**src/rtl/fetch_unit.sv**
```systemverilog
// Instruction-fetch stage: owns the PC, drives the instruction-memory
// address, and buffers fetched {pc, instr} pairs in a 2-entry FIFO that
// feeds decode. Redirects from execute flush the FIFO and reload the PC.
//
// Handshake (decode side): the head entry is offered while out_valid=1; it
// is consumed on a rising edge where out_valid=1 and out_ready=1. While
// out_valid=1 and out_ready=0 the offered head is held stable until it is
// consumed or a redirect flushes it. A pop on the same edge as a redirect
// still counts as consumed.
module fetch_unit #(
  parameter logic [31:0] RESET_PC = 32'h0000_0000,
  parameter logic [31:0] PC_STEP  = 32'd4
) (
  input  logic        clk,
  input  logic        reset,
  output logic [31:0] imem_addr,
  input  logic [31:0] imem_instr,
  input  logic        fetch_en,
  input  logic        redirect_valid,
  input  logic [31:0] redirect_pc,
  output logic        out_valid,
  input  logic        out_ready,
  output logic [31:0] out_instr,
  output logic [31:0] out_pc,
  output logic [31:0] out_pc_plus4,
  output logic        misalign_err,
  output logic [1:0]  dbg_count
);

  // Queue occupancy doubles as the FSM state.
  typedef enum logic [1:0] {
    Q_EMPTY = 2'd0,
    Q_ONE   = 2'd1,
    Q_FULL  = 2'd2
  } q_state_e;

  q_state_e    state_q, state_d;
  logic [31:0] pc_q, pc_d;
  // Slot "head" is always the oldest entry; "tail" is only meaningful when full.
  logic [31:0] head_pc_q, head_pc_d;
  logic [31:0] head_instr_q, head_instr_d;
  logic [31:0] tail_pc_q, tail_pc_d;
  logic [31:0] tail_instr_q, tail_instr_d;
  logic        err_q, err_d;

  logic        pop;
  logic        push;

  assign imem_addr    = pc_q;
  assign out_valid    = (state_q != Q_EMPTY);
  assign out_instr    = head_instr_q;
  assign out_pc       = head_pc_q;
  assign out_pc_plus4 = head_pc_q + 32'd4;
  assign misalign_err = err_q;
  assign dbg_count    = state_q;

  assign pop  = out_valid & out_ready;
  // A full queue can still accept a new word when the head leaves the same edge.
  assign push = fetch_en & ~redirect_valid & ((state_q != Q_FULL) | pop);

  // Next-state logic for occupancy, PC, queue slots and the sticky error flag.
  always_comb begin
    state_d      = state_q;
    pc_d         = pc_q;
    head_pc_d    = head_pc_q;
    head_instr_d = head_instr_q;
    tail_pc_d    = tail_pc_q;
    tail_instr_d = tail_instr_q;
    err_d        = err_q;

    if (redirect_valid) begin
      // Redirect wins over everything: flush and restart at the aligned target.
      state_d = Q_EMPTY;
      pc_d    = {redirect_pc[31:2], 2'b00};
      if (redirect_pc[1:0] != 2'b00) begin
        err_d = 1'b1;
      end
    end else begin
      if (push) begin
        pc_d = pc_q + PC_STEP;
      end
      case (state_q)
        Q_EMPTY: begin
          if (push) begin
            head_pc_d    = pc_q;
            head_instr_d = imem_instr;
            state_d      = Q_ONE;
          end
        end
        Q_ONE: begin
          if (push && !pop) begin
            tail_pc_d    = pc_q;
            tail_instr_d = imem_instr;
            state_d      = Q_FULL;
          end else if (push && pop) begin
            // The only entry leaves; the new word becomes the head directly.
            head_pc_d    = pc_q;
            head_instr_d = imem_instr;
          end else if (pop) begin
            state_d = Q_EMPTY;
          end
        end
        Q_FULL: begin
          if (pop) begin
            head_pc_d    = tail_pc_q;
            head_instr_d = tail_instr_q;
            if (push) begin
              tail_pc_d    = pc_q;
              tail_instr_d = imem_instr;
            end else begin
              state_d = Q_ONE;
            end
          end
        end
        default: begin
          state_d = Q_EMPTY;
        end
      endcase
    end
  end

  // State registers with asynchronous active-low clear.
  always_ff @(posedge clk or negedge reset) begin
    if (!reset) begin
      state_q      <= Q_EMPTY;
      pc_q         <= RESET_PC;
      head_pc_q    <= 32'h0;
      head_instr_q <= 32'h0;
      tail_pc_q    <= 32'h0;
      tail_instr_q <= 32'h0;
      err_q        <= 1'b0;
    end else begin
      state_q      <= state_d;
      pc_q         <= pc_d;
      head_pc_q    <= head_pc_d;
      head_instr_q <= head_instr_d;
      tail_pc_q    <= tail_pc_d;
      tail_instr_q <= tail_instr_d;
      err_q        <= err_d;
    end
  end

endmodule

```
**config.mk**
```make
export PLATFORM = sky130hd
export DESIGN_NAME = fetch_unit
export DESIGN_NICKNAME = d
export VERILOG_FILES = /design/src/rtl/fetch_unit.sv
export SDC_FILE = /design/constraint.sdc
export NUM_CORES = 1
export LEC_CHECK = 0
export CORE_MARGIN = 2
export CORE_UTILIZATION = 45
export CTS_CLUSTER_SIZE = 28
export DETAILED_ROUTE_END_ITERATION = 10
export HOLD_SLACK_MARGIN = 0.05
export PLACE_DENSITY = 0.82
export SLEW_MARGIN = 0
export SYNTH_ARGS = -nofsm -noshare
export SYNTH_HDL_FRONTEND = slang
export SYNTH_SLANG_ARGS = --single-unit
```
**constraint.sdc**
```tcl
create_clock -name clk -period 2.2 [get_ports clk]
set_input_delay 0.66 -clock clk [delete_from_list [all_inputs] [get_ports clk]]
set_output_delay 0.66 -clock clk [all_outputs]
set_load 0.005 [all_outputs]
```
# Word level (Yosys, flattened, before mapping)
# Cells that the tools add are included.
# totals
wordCells	67
ff_bits	163
output_inout_bits	132
input_bits	69
# op_classes
mux	26
bitwise_logic	5
n_addsub	2
n_reduce_logical	13
n_eq_ne	14
# ops
operator	n
32-bit 2-to-1 mux	14
32-bit case mux with 3 select lines	2
32-bit case mux with 2 select lines	2
32-bit by 3-bit adder with 32-bit output (second input constant)	2
2-bit 2-to-1 mux	7
2-bit != test (second input constant)	7
5-bit AND reduction	2
3-bit != test (second input constant)	3
4-bit != test (second input constant)	2
2-bit nonzero test	4
2-bit case mux with 3 select lines	1
6-bit AND reduction	1
1-bit bitwise AND	3
3-bit nonzero test	1
2-bit by 1-bit equality test with 1-bit output (second input constant)	1
2-bit equality test (second input constant)	1
1-bit logical AND	2
2-bit logical NOT	1
2-bit AND reduction	1
1-bit logical NOT	1
1-bit inverter	1
1-bit bitwise OR	1

# Logic depth before layout (Yosys ltp)
# logic_depth
word_depth	9
ltp_mapped	7
depth_no_buf	5

# Worst setup path after synthesis
# No wires, ideal clock.
# synth_path
path_kind	register -> output
startpoint	register head_pc_q[2], in the netlist out_pc[2]
endpoint	output out_pc_plus4[22]
required_ps	1540
arrival_time_ps	1641
slack_ps	-101
stages_incl_launch_ff	6
n_path_buf	0
cell_sequence	dfrtp_1 ha_1 nand4_1 nor4_1 nand4_1 xnor2_1
# synth_via
elab_chain_len	1
# synth_rtl
element	line_no	text
from (decl)	40	logic [31:0] head_pc_q, head_pc_d;
from (signal assigned)	135	head_pc_q <= head_pc_d;
32-bit by 3-bit adder with 32-bit output	53	assign out_pc_plus4 = head_pc_q + 32'd4;
to (decl)	25	output logic [31:0] out_pc_plus4,
# No other way between the ends.

# Worst setup path in the final report
# layout_path
startpoint	register head_pc_q[2], in the netlist out_pc[2]
endpoint	output out_pc_plus4[24]
# Same word-level chain as after synthesis.

==> results by group <==
Setup path
  • Slowest-stage cell, CP: dfrtp_1
  • Worst setup path startpoint: out_pc[2]
  • CP max stage delay: 360 ps
  • Required @ worst endpoint: 1540 ps
  • Critical path startpoint category: flip-flop
  • Reg2reg end: imem_addr[21]
  • Crit path cell chain: ha_2 -> nand4_1 -> nor4_2 -> buf_4 -> buf_6 -> buf_6 -> nand4_1 -> xnor2_1 -> buf_2
  • Worst path arrival time: 2260 ps
  • Crit path max fanout: 3
  • Kind of critical path: flip-flop to output pin
  • Worst reg2reg path startpoint: dbg_count[1]
  • R2R cell count: 6
  • Worst setup EP type: output pin
  • Flop2flop setup slack: 70 ps

Timing
  • Period utilisation layout: 132.7%
  • Crit path time final: 2920 ps
  • RSZ-0062 raised after global routing: true
  • Endpoints failing setup: 25
  • Highest Clock Rate: 342.4 MHz
  • Clock Skew: 5.410 ps
  • Hold_ws: 172.2 ps
  • Final Hold Viols: 0
  • Final slew viol count: 0
  • Post-route setup slack: -720.3 ps

Die
  • Starting Density: 46.01%
  • I/O Pins: 201
  • Die height: 136.8 microns
  • Row cnt: 48
  • Area of the core: 17240 sq um
  • Die ar.: 18700 sq um
  • Die W: 136.8 microns

Synthesis
  • Synthesized flop and latch total: 157
  • Largest cells by area after synthesis: dfrtp_1 (50%), mux2_2 (8.8%), mux2i_1 (7.8%), a31oi_1 (5.8%), a21oi_1 (4.3%)
  • Post-synthesis compound-gate area fraction: 13.22%
  • Cell area after synthesis: 7931 sq um
  • Synth Area in Simple Gates: 11.61%
  • Largest area contributor in the netlist: dfrtp_1
  • Ys Warns: 0
  • Post-Synth Adder-Cell Area: 0.3155%
  • Mux contribution to synthesized area: 16.63%
  • Mean post-synth cell area: 10.59 sq um
  • Post-synth ARST share: 100.0%
  • Netlist cell types: 52
  • Top FF cell, synth: dfrtp_1
  • Seq/Total Area, Yosys: 49.53%
  • Cells after Synth: 749
  • Most common cell in the netlist: dfrtp_1
  • Share of the synthesized area in the top cell type: 49.53%
  • Most frequent cells after synthesis: dfrtp_1 (157), a31oi_1 (74), a21oi_1 (68)
  • EDFF count, synth: 0
  • Combinational family with the most area after synthesis: multiplexers
  • Post-synthesis xor/xnor area fraction: 4.196%

Clocking
  • Clock Tree Buf Depth: 2
  • TritonCTS buffer count: 17
  • Clock tree root driver cell: clkbuf_16
  • CTS sink cnt: 157
  • Max H-tree Level: 4
  • Clk slew on worst S/H paths: 60 ps
  • Clk_lat worst skew: 420 ps
  • CTS tree: yes

Pwr
  • Sequential Power Share: 41.1%
  • Max VDD drop: 0.5084 mV
  • Leakage: 4.744 nW
  • Internal power: 6.864 mW
  • Overall Power: 9.657 mW
  • Sw frac: 28.92%
  • Clock power frac: 28.6%
  • Comb power frac: 30.3%
  • Pwr dens: 833.1 nW/um^2
  • P_sw: 2.793 mW

Job
  • # Max-Cap Violations: 0

Place
  • Port bufs: 194
  • Post-Place Worst Slack: -578.0 ps
  • Placed Instance Area: 10760 sq um
  • Hpwl dp: 15380 microns
  • RD Place Congestion: 0.8703
  • # placed instances: 1198

Drt
  • Via count: 7095
  • Residual DRC: 0
  • DRT Wirelength: 23130 microns
  • Post-route ant nets: 0
  • DR vias/cell: 5.662
  • Initial DRC count: 463
  • Top sig layer: met4
  • Initial DRT Pass Iterations: 5
  • M1 WL: 9359 microns
  • Met2 WL: 11630 microns
  • WL per Instance: 18.46 microns
  • Routed met3 length: 1311 microns

Global route
  • Vias in the first global route: 6964
  • Pin count of the biggest net entering global routing: 99
  • Gr ovfl total: 0
  • Total GRT Usage: 24.70%
  • Global-route wire length before repair: 35700 microns
  • Antenna violations before repair: 0

Final layout
  • Area grow syn2layout: 46.16%
  • Post-Layout Cell Count: 1253
  • # diodes: 0
  • Final Net Count: 1088
  • Share of layout cells above drive strength 1: 26.65%
  • Final instance area: 11590 sq um

Run status
  • Failing checks: setup timing
  • Status: complete, but fails checks

Min path
  • HP Class: primary input to async pin
[cell type report]
| class | instances | area [sq um] |
|---|---|---|
| fillers | 1316 | 5644 |
| flip-flops and latches | 157 | 3934 |
| multi-input cells | 516 | 3882 |
| repair buffers | 313 | 2903 |
| clock buffers | 24 | 481.7 |
| well taps | 225 | 281.5 |
| clock inverters | 6 | 62.56 |
| inverters | 12 | 47.55 |
[power by group through the flow]
stage | registers, mW | clock network [mW] | logic (mW)
after global placement | 3.94 | 0 | 2.79
after CTS | 3.95 | 2.80 | 2.84
after detailed placement | 3.99 | 0 | 2.87
final | 3.97 | 2.76 | 2.93
after global routing | 4.05 | 2.93 | 3.17
after floorplan | 4.01 | 0 | 1.13
[layout by cell type (no fill, tap or decap), types with 27 or more instances in the layout]
cell type and count:
buf_2 27, buf_4 92, a31oi_1 74, mux2i_1 62, clkdlybuf4s50_1 157, a21oi_1 68
nand2_1 31, nor2_1 27, dfrtp_1 153, mux2_2 62
[timing repair]
| item | in CTS | in global routing |
|---|---|---|
| pin swaps | 19 | 30 |
| gates resized for setup | 101 | 68 |
| hold buffers | 0 | 0 |
| buffers inserted | 15 | 13 |
| endpoints found under the setup margin | 40 | 38 |
[stage by stage]
step,utilization [%],TNS (ps)
after CTS,66.35,-12960
after detailed placement,62.45,-52180
after floorplan,-,0
after global placement,62.45,-46980
final,67.25,-13020
after global routing,67.25,-15570
[worst max-delay path by stage]
| stage | depth (start not counted) | slack [ps] | to |
|---|---|---|---|
| floorplan | 6 | 60 | out_pc_plus4[21] |
| global placement | 5 | -540 | imem_addr[29] |
| detailed placement | 6 | -580 | out_pc_plus4[29] |
| CTS | 9 | -740 | out_pc_plus4[24] |
| global route | 9 | -850 | out_pc_plus4[24] |
| finish | 9 | -720 | out_pc_plus4[24] |
[worst max-delay path, delay by kind of cell, from the launching register on]
family,cells,cell delay [ps]
buffers and inverters,4,500
and+or+nand+nor,3,650
adders and majority gates,1,180
xor gates and xnor gates,1,140
DFF,1,360
[cell families after synthesis]
| group | count (synthesis) |
|---|---|
| multiplexers | 124 |
| AND/OR/NAND/NOR | 167 |
| AO/OA/AOI/OAI | 179 |
| XOR/XNOR | 38 |
| other | 1 |
| flip-flops | 157 |
| adder cells (fa/ha/maj) | 2 |
| buffers and inverters | 81 |
[routing by layer]
layer | global-route usage, % | up-vias
li1 | - | 3299
met1 | 31.05 | 3471
met2 | 40.56 | 274
met3 | 4.852 | 51
met4 | 12.62 | 0
met5 | 0 | -
[registers in the layout (all words and copies together), names as in the netlist]
register / cells
out_instr: 32
dbg_count: 2
tail_pc_q: 30
misalign_err: 1
tail_instr_q: 32
out_pc: 30
imem_addr: 30
No activity file was read; power rests on OpenSTA's default activity.
